**src/rtl/if_fetch.sv**
```systemverilog
`default_nettype none
// ============================================================================
// Module   : if_fetch
// Purpose  : Instruction-fetch stage. It keeps a fetch PC and issues word
//            requests to instruction memory. Returned words go into a
//            one-entry output buffer that feeds the decode register.
//            A three-state controller (IDLE / PEND / DRAIN) handles
//            multi-cycle memory latency. It also handles a redirect that
//            arrives while a request is still outstanding.
// Revision : 1.0  initial release
// ----------------------------------------------------------------------------
// Ports
//   clk_i          in   1   clock, all state updates on the rising edge
//   rst_i          in   1   synchronous reset, active low
//   stall_i        in   1   decode register holding; buffered instr kept
//   redirect_i     in   1   taken branch/jump, flushes the buffer
//   redirect_pc_i  in  32   redirect target (low two bits ignored)
//   imem_req_o     out  1   instruction memory request
//   imem_addr_o    out 32   request address, always word aligned
//   imem_ack_i     in   1   memory returns data in this cycle
//   imem_rdata_i   in  32   instruction word, valid with req && ack
//   pc_o           out 32   PC of the buffered instruction
//   instr_o        out 32   buffered instruction word
//   valid_o        out  1   buffer holds a live instruction
// ============================================================================
module if_fetch #(
  parameter logic [31:0] RESET_PC = 32'h0000_0000
) (
  input  logic        clk_i,
  input  logic        rst_i,
  input  logic        stall_i,
  input  logic        redirect_i,
  input  logic [31:0] redirect_pc_i,
  output logic        imem_req_o,
  output logic [31:0] imem_addr_o,
  input  logic        imem_ack_i,
  input  logic [31:0] imem_rdata_i,
  output logic [31:0] pc_o,
  output logic [31:0] instr_o,
  output logic        valid_o
);

  // IDLE : no request outstanding; a request is issued whenever the buffer
  //        can take the result.
  // PEND : a request was not acknowledged. It is held at its address until
  //        the ack arrives. Its data is then captured.
  // DRAIN: a redirect arrived while a request was outstanding. The memory
  //        still owes an ack for the old address. The request is held until
  //        that ack arrives, and the returned word is thrown away.
  typedef enum logic [1:0] {
    ST_IDLE  = 2'd0,
    ST_PEND  = 2'd1,
    ST_DRAIN = 2'd2
  } state_t;

  localparam logic [31:0] C_ALIGN_MASK = 32'hFFFF_FFFC;
  localparam logic [31:0] C_RESET_PC   = RESET_PC & C_ALIGN_MASK;

  state_t      state_q, state_d;
  logic [31:0] fpc_q, fpc_d;      // next address to fetch
  logic [31:0] addr_q, addr_d;    // address of an outstanding request
  logic        valid_q, valid_d;
  logic [31:0] pc_q, pc_d;
  logic [31:0] instr_q, instr_d;

  logic        w_consume;
  logic        w_free;
  logic        w_req;
  logic [31:0] w_addr;
  logic        w_capture;

  // --------------------------------------------------------------------------
  // Request generation and next-state computation
  // --------------------------------------------------------------------------
  always_comb begin
    // Decode takes the buffered instruction only when it is neither stalled
    // nor being flushed by a redirect.
    w_consume = valid_q && !stall_i && !redirect_i;
    // The buffer can accept a new word if it is empty now or drains this cycle.
    w_free    = !valid_q || w_consume;

    w_req  = 1'b0;
    w_addr = fpc_q;
    unique case (state_q)
      ST_IDLE: begin
        // A redirect suppresses the request. The fetch PC is stale in that cycle.
        w_req  = w_free && !redirect_i;
        w_addr = fpc_q;
      end
      ST_PEND, ST_DRAIN: begin
        // An outstanding request must stay stable until it is acknowledged.
        w_req  = 1'b1;
        w_addr = addr_q;
      end
      default: begin
        w_req  = 1'b0;
        w_addr = fpc_q;
      end
    endcase

    // Memory is reset together with this stage, so an outstanding request
    // is abandoned while reset is held.
    if (!rst_i) begin
      w_req = 1'b0;
    end

    // Acked data is kept only if the fetch is still wanted. Data is dropped
    // in DRAIN, and also in any cycle where a redirect arrives.
    w_capture = w_req && imem_ack_i && !redirect_i && (state_q != ST_DRAIN);

    state_d = state_q;
    fpc_d   = fpc_q;
    addr_d  = addr_q;
    valid_d = valid_q;
    pc_d    = pc_q;
    instr_d = instr_q;

    unique case (state_q)
      ST_IDLE: begin
        if (w_req && !imem_ack_i) begin
          state_d = ST_PEND;
          addr_d  = fpc_q;
        end
      end
      ST_PEND: begin
        if (imem_ack_i) begin
          state_d = ST_IDLE;
        end else if (redirect_i) begin
          state_d = ST_DRAIN;
        end
      end
      ST_DRAIN: begin
        if (imem_ack_i) begin
          state_d = ST_IDLE;
        end
      end
      default: begin
        state_d = ST_IDLE;
      end
    endcase

    // The fetch PC follows the redirect target. Otherwise it advances past
    // each captured word. The 32-bit add wraps naturally at the top.
    if (redirect_i) begin
      fpc_d = redirect_pc_i & C_ALIGN_MASK;
    end else if (w_capture) begin
      fpc_d = w_addr + 32'd4;
    end

    // Buffer priority: redirect flush, then capture, then plain consume.
    if (redirect_i) begin
      valid_d = 1'b0;
      pc_d    = 32'd0;
      instr_d = 32'd0;
    end else if (w_capture) begin
      valid_d = 1'b1;
      pc_d    = w_addr;
      instr_d = imem_rdata_i;
    end else if (w_consume) begin
      valid_d = 1'b0;
      pc_d    = 32'd0;
      instr_d = 32'd0;
    end
  end

  // --------------------------------------------------------------------------
  // State registers
  // --------------------------------------------------------------------------
  always_ff @(posedge clk_i) begin
    if (!rst_i) begin
      state_q <= ST_IDLE;
      fpc_q   <= C_RESET_PC;
      addr_q  <= C_RESET_PC;
      valid_q <= 1'b0;
      pc_q    <= 32'd0;
      instr_q <= 32'd0;
    end else begin
      state_q <= state_d;
      fpc_q   <= fpc_d;
      addr_q  <= addr_d;
      valid_q <= valid_d;
      pc_q    <= pc_d;
      instr_q <= instr_d;
    end
  end

  assign imem_req_o  = w_req;
  assign imem_addr_o = w_addr;
  assign valid_o     = valid_q;
  assign pc_o        = pc_q;
  assign instr_o     = instr_q;

endmodule
`default_nettype wire

```
**config.mk**
```make
export PLATFORM = sky130hd
export DESIGN_NAME = if_fetch
export DESIGN_NICKNAME = d
export VERILOG_FILES = /design/src/rtl/if_fetch.sv
export SDC_FILE = /design/constraint.sdc
export NUM_CORES = 1
export LEC_CHECK = 0
export ABC_AREA = 1
export BUFFER_PORTS_ARGS = -buffer_cell sky130_fd_sc_hd__buf_2
export CAP_MARGIN = 20
export CORE_AREA = 2 2 95 134
export DETAILED_ROUTE_END_ITERATION = 7
export DIE_AREA = 0 0 97 136
export MAX_ROUTING_LAYER = met4
export PLACE_DENSITY = 0.88
export SYNTH_ARGS = -nofsm -noshare
export SYNTH_HDL_FRONTEND = slang
export SYNTH_SLANG_ARGS = --single-unit
```
**constraint.sdc**
```tcl
create_clock -name clk_i -period 3.5 [get_ports clk_i]
set_input_delay 0.35 -clock clk_i [delete_from_list [all_inputs] [get_ports clk_i]]
set_output_delay 0.35 -clock clk_i [all_outputs]
set_load 0.01 [all_outputs]
```
==> results.txt <==
type of destination of the critical path -> register
height of the die -> 136 µm
flip-flop cell with the highest count after synthesis -> dfxtp_1
required time worst endpoint -> 3.83 ns
pin count of the biggest net entering global routing -> 65
EDFF count, synth -> 0
slew of the pin with the lowest slew margin -> 1.01 ns
Boundary Pins -> 167
worst setup path class -> reg -> reg
highest clock rate -> 330 MHz
overall overflow remaining after global route -> 0
effective utilization at floorplan -> 52.0%
clock buffers created by TritonCTS -> 17
CTS sink cnt -> 131
DRC viols -> 0
maximum fanout encountered on the critical timing path -> 16
mean number of vias per cell -> 5.32
net load switching power -> 1390 µW
endpoint of the lowest-slack register-to-register path -> fpc_q[26]
reg2reg start -> state_q[0]
Crit path arrival time -> 3.37 ns
sequential fraction of the synthesis area -> 41.8%
core outline area -> 12100 µm²
Clock power frac -> 42.7%
maximum count of clock buffers along a single path -> 2
critical path startpoint category -> register
final setup fails -> 0
via count of the routed design -> 6692
ANT cells -> 0
Detailed Routing Iterations Pass 1 -> 5
global-route wire length before repair -> 29200 µm
Post-Synthesis Mean Instance Area -> 6.62 µm²
Synth-to-Final Area Change -> 24.3%
count of cells along the worst register-to-register path -> 14
Critical Path Source -> state_q[0]
Final Wtd Congestion -> 0.967
Slew Viols, Final -> 0
worst-skew pair later-pin latency -> 0.41 ns
final net count -> 1170
Cell Area, Synth -> 6270 µm²
Die X -> 97 µm
share of cells above drive strength 1 -> 23.7%
post-DR wirelength/cell -> 14.5 µm
static power due to leakage -> 0.00343 µW
via count of the first global-routing pass -> 6109
Global Route Usage Sum -> 28.3%
H-tree depth reported by CTS -> 4
sequential share of power -> 36.5%
Distinct cells, synth -> 31
Post-CTS Hold Buffers -> 0
Post-Route Setup TNS -> 0 ns
fin crit period -> 3.03 ns
top cells by area in the synthesized netlist -> dfxtp_1 (42%), nand2_1 (20%), a21oi_1 (9.7%), inv_1 (4.9%), nor2_1 (3.8%)
unrepaired setup endpoints after global routing -> false
number of instances in the synthesized netlist -> 947
post-route clock skew -> 0.00738 ns
proportion of register bits with asynchronous set or reset after synthesis -> 0%
worst min-delay path category -> in -> reg
total setup buffers inserted after CTS -> 0
clock tree from TritonCTS -> done
clock-pin slew on the worst setup and hold paths -> 0.06 ns
post-DP HPWL -> 12700 µm
logic gate share of total power -> 20.8%
register-to-register setup slack -> 0.47 ns
total power after layout -> 4430 µW
part of the cycle the worst path needs -> 86.7%
Critical Path End -> fpc_q[26]
outcome -> completed
Switching Share -> 31.4%
power density cells -> 568 nW/µm²
clock root buffer master -> clkbuf_16
floorplan row count -> 48
count of nets left with antenna violations after detail routing -> 0
number of antenna violations at the first check in global routing -> 0
MaxCap Viol Count -> 0
Worst VDD drop -> 316 µV
normalized max-slew margin -> 32.3%
Layout Utilization -> 64.6%
top-area cell type share of the netlist area -> 41.8%
count of input and output buffers -> 164
final WL -> 18300 µm
detailed router's first-iteration violation count -> 610
final hold viol count -> 0
post-synth top area cell -> dfxtp_1
Int Pwr -> 3040 µW
Resized cells post-CTS -> 0
DIE AREA -> 13200 µm²
number of synthesis warnings -> 0
post-synth net total -> 1021
number of flip-flops and latches in the synthesized netlist -> 131
## cells in the mapped netlist, types with 4 or more instances
cell,instances
nand2_2,21
a21oi_1,121
nand4_1,5
nand2_1,336
inv_1,82
nor2_1,63
buf_4,4
buf_2,9
nor2_2,9
a31oi_1,6
o21ai_2,7
o21ai_0,31
dfxtp_1,131
inv_2,8
ha_1,5
nand3_1,45
clkbuf_1,31
nand3b_1,4
## worst max-delay path: stages, from the launching register on
cell     delay [ns]
dfxtp_1        0.38
inv_1          0.09
ha_1           0.54
inv_2          0.37
buf_4          0.27
nand2_1        0.08
nand2_2        0.18
nand2_1        0.12
nor2_2         0.23
nand2_1        0.13
nor2_1         0.15
nand2_1        0.07
nand2_1        0.06
nand3_1        0.09
a21oi_1        0.18
## metrics by stage
stage	cell area (µm²)	hold slack [ns]	setup WS, ns	cells
after floorplan	6270	0.424	0.939	947
after global routing	7800	0.183	0.221	1258
after detailed placement	7170	0.437	0.544	1227
after global placement	7170	0.431	0.566	1227
final	7800	0.179	0.466	1258
after CTS	7800	0.174	0.479	1258
## per-layer routing
metal / up-vias / wire [µm] / track usage, %
li1: 3296 / - / -
met1: 3024 / 7150 / 32.1
met3: 59 / 1300 / 4.83
met5: - / 0 / -
met2: 313 / 9210 / 48.5
met4: 0 / 631 / 13.5
## cell usage in the layout, fill, tap and decap left out, drive strengths merged, types with 2 or more instances in the layout
| cell type | n |
|---|---|
| nand2 | 357 |
| buf | 177 |
| dfxtp | 131 |
| a21oi | 121 |
| inv | 93 |
| nor2 | 75 |
| nand3 | 47 |
| o21ai | 41 |
| clkbuf | 17 |
| a31oi | 6 |
| nand4 | 5 |
| ha | 5 |
| clkinv | 5 |
| nand3b | 4 |
| bufinv | 4 |
| or2 | 4 |
| and2 | 3 |
| xor2 | 3 |
| o211ai | 3 |
| clkinvlp | 3 |
| o21bai | 2 |
## cell type report
type,instances,area [µm²]
Clock buffer,17,425
Multi-Input combinational cell,678,3090
Timing Repair Buffer,177,931
Clock inverter,14,204
Inverter,91,342
Sequential cell,131,2620
Tap cell,150,188
Fill cell,1076,4270
## power groups by stage
stage / sequential, µW / combinational, µW / clock (µW)
floorplan: 1640 / 619 / 0
global placement: 1640 / 883 / 0
detailed placement: 1650 / 901 / 0
CTS: 1610 / 908 / 1900
global route: 1620 / 1010 / 1970
finish: 1610 / 923 / 1890
## state kept, by name, indices dropped and copies added, names as in the netlist
name	count
instr_o	32
addr_q	32
state_q	2
valid_o	1
fpc_q	32
pc_o	32
## cells by family (layout without fill, tap and decap cells)
logic type / Yosys count / after routing / share of synthesized area, %
compound gates: 174 / 174 / 14.7
simple gates: 496 / 496 / 33.1
flops: 131 / 131 / 41.8
buf+inv: 138 / 299 / 9.03
fa+ha+maj: 5 / 5 / 0.997
xor+xnor: 3 / 3 / 0.419
## how the worst min path moves through the flow
stage,start,end,depth (start not counted)
floorplan,addr_q[12],addr_q[12],2
global placement,addr_q[28],addr_q[28],2
detailed placement,addr_q[28],addr_q[28],2
CTS,imem_rdata_i[23],instr_o[23],3
global route,imem_rdata_i[21],instr_o[21],3
finish,imem_rdata_i[30],instr_o[30],3
No activity file was read; power rests on OpenSTA's default activity.
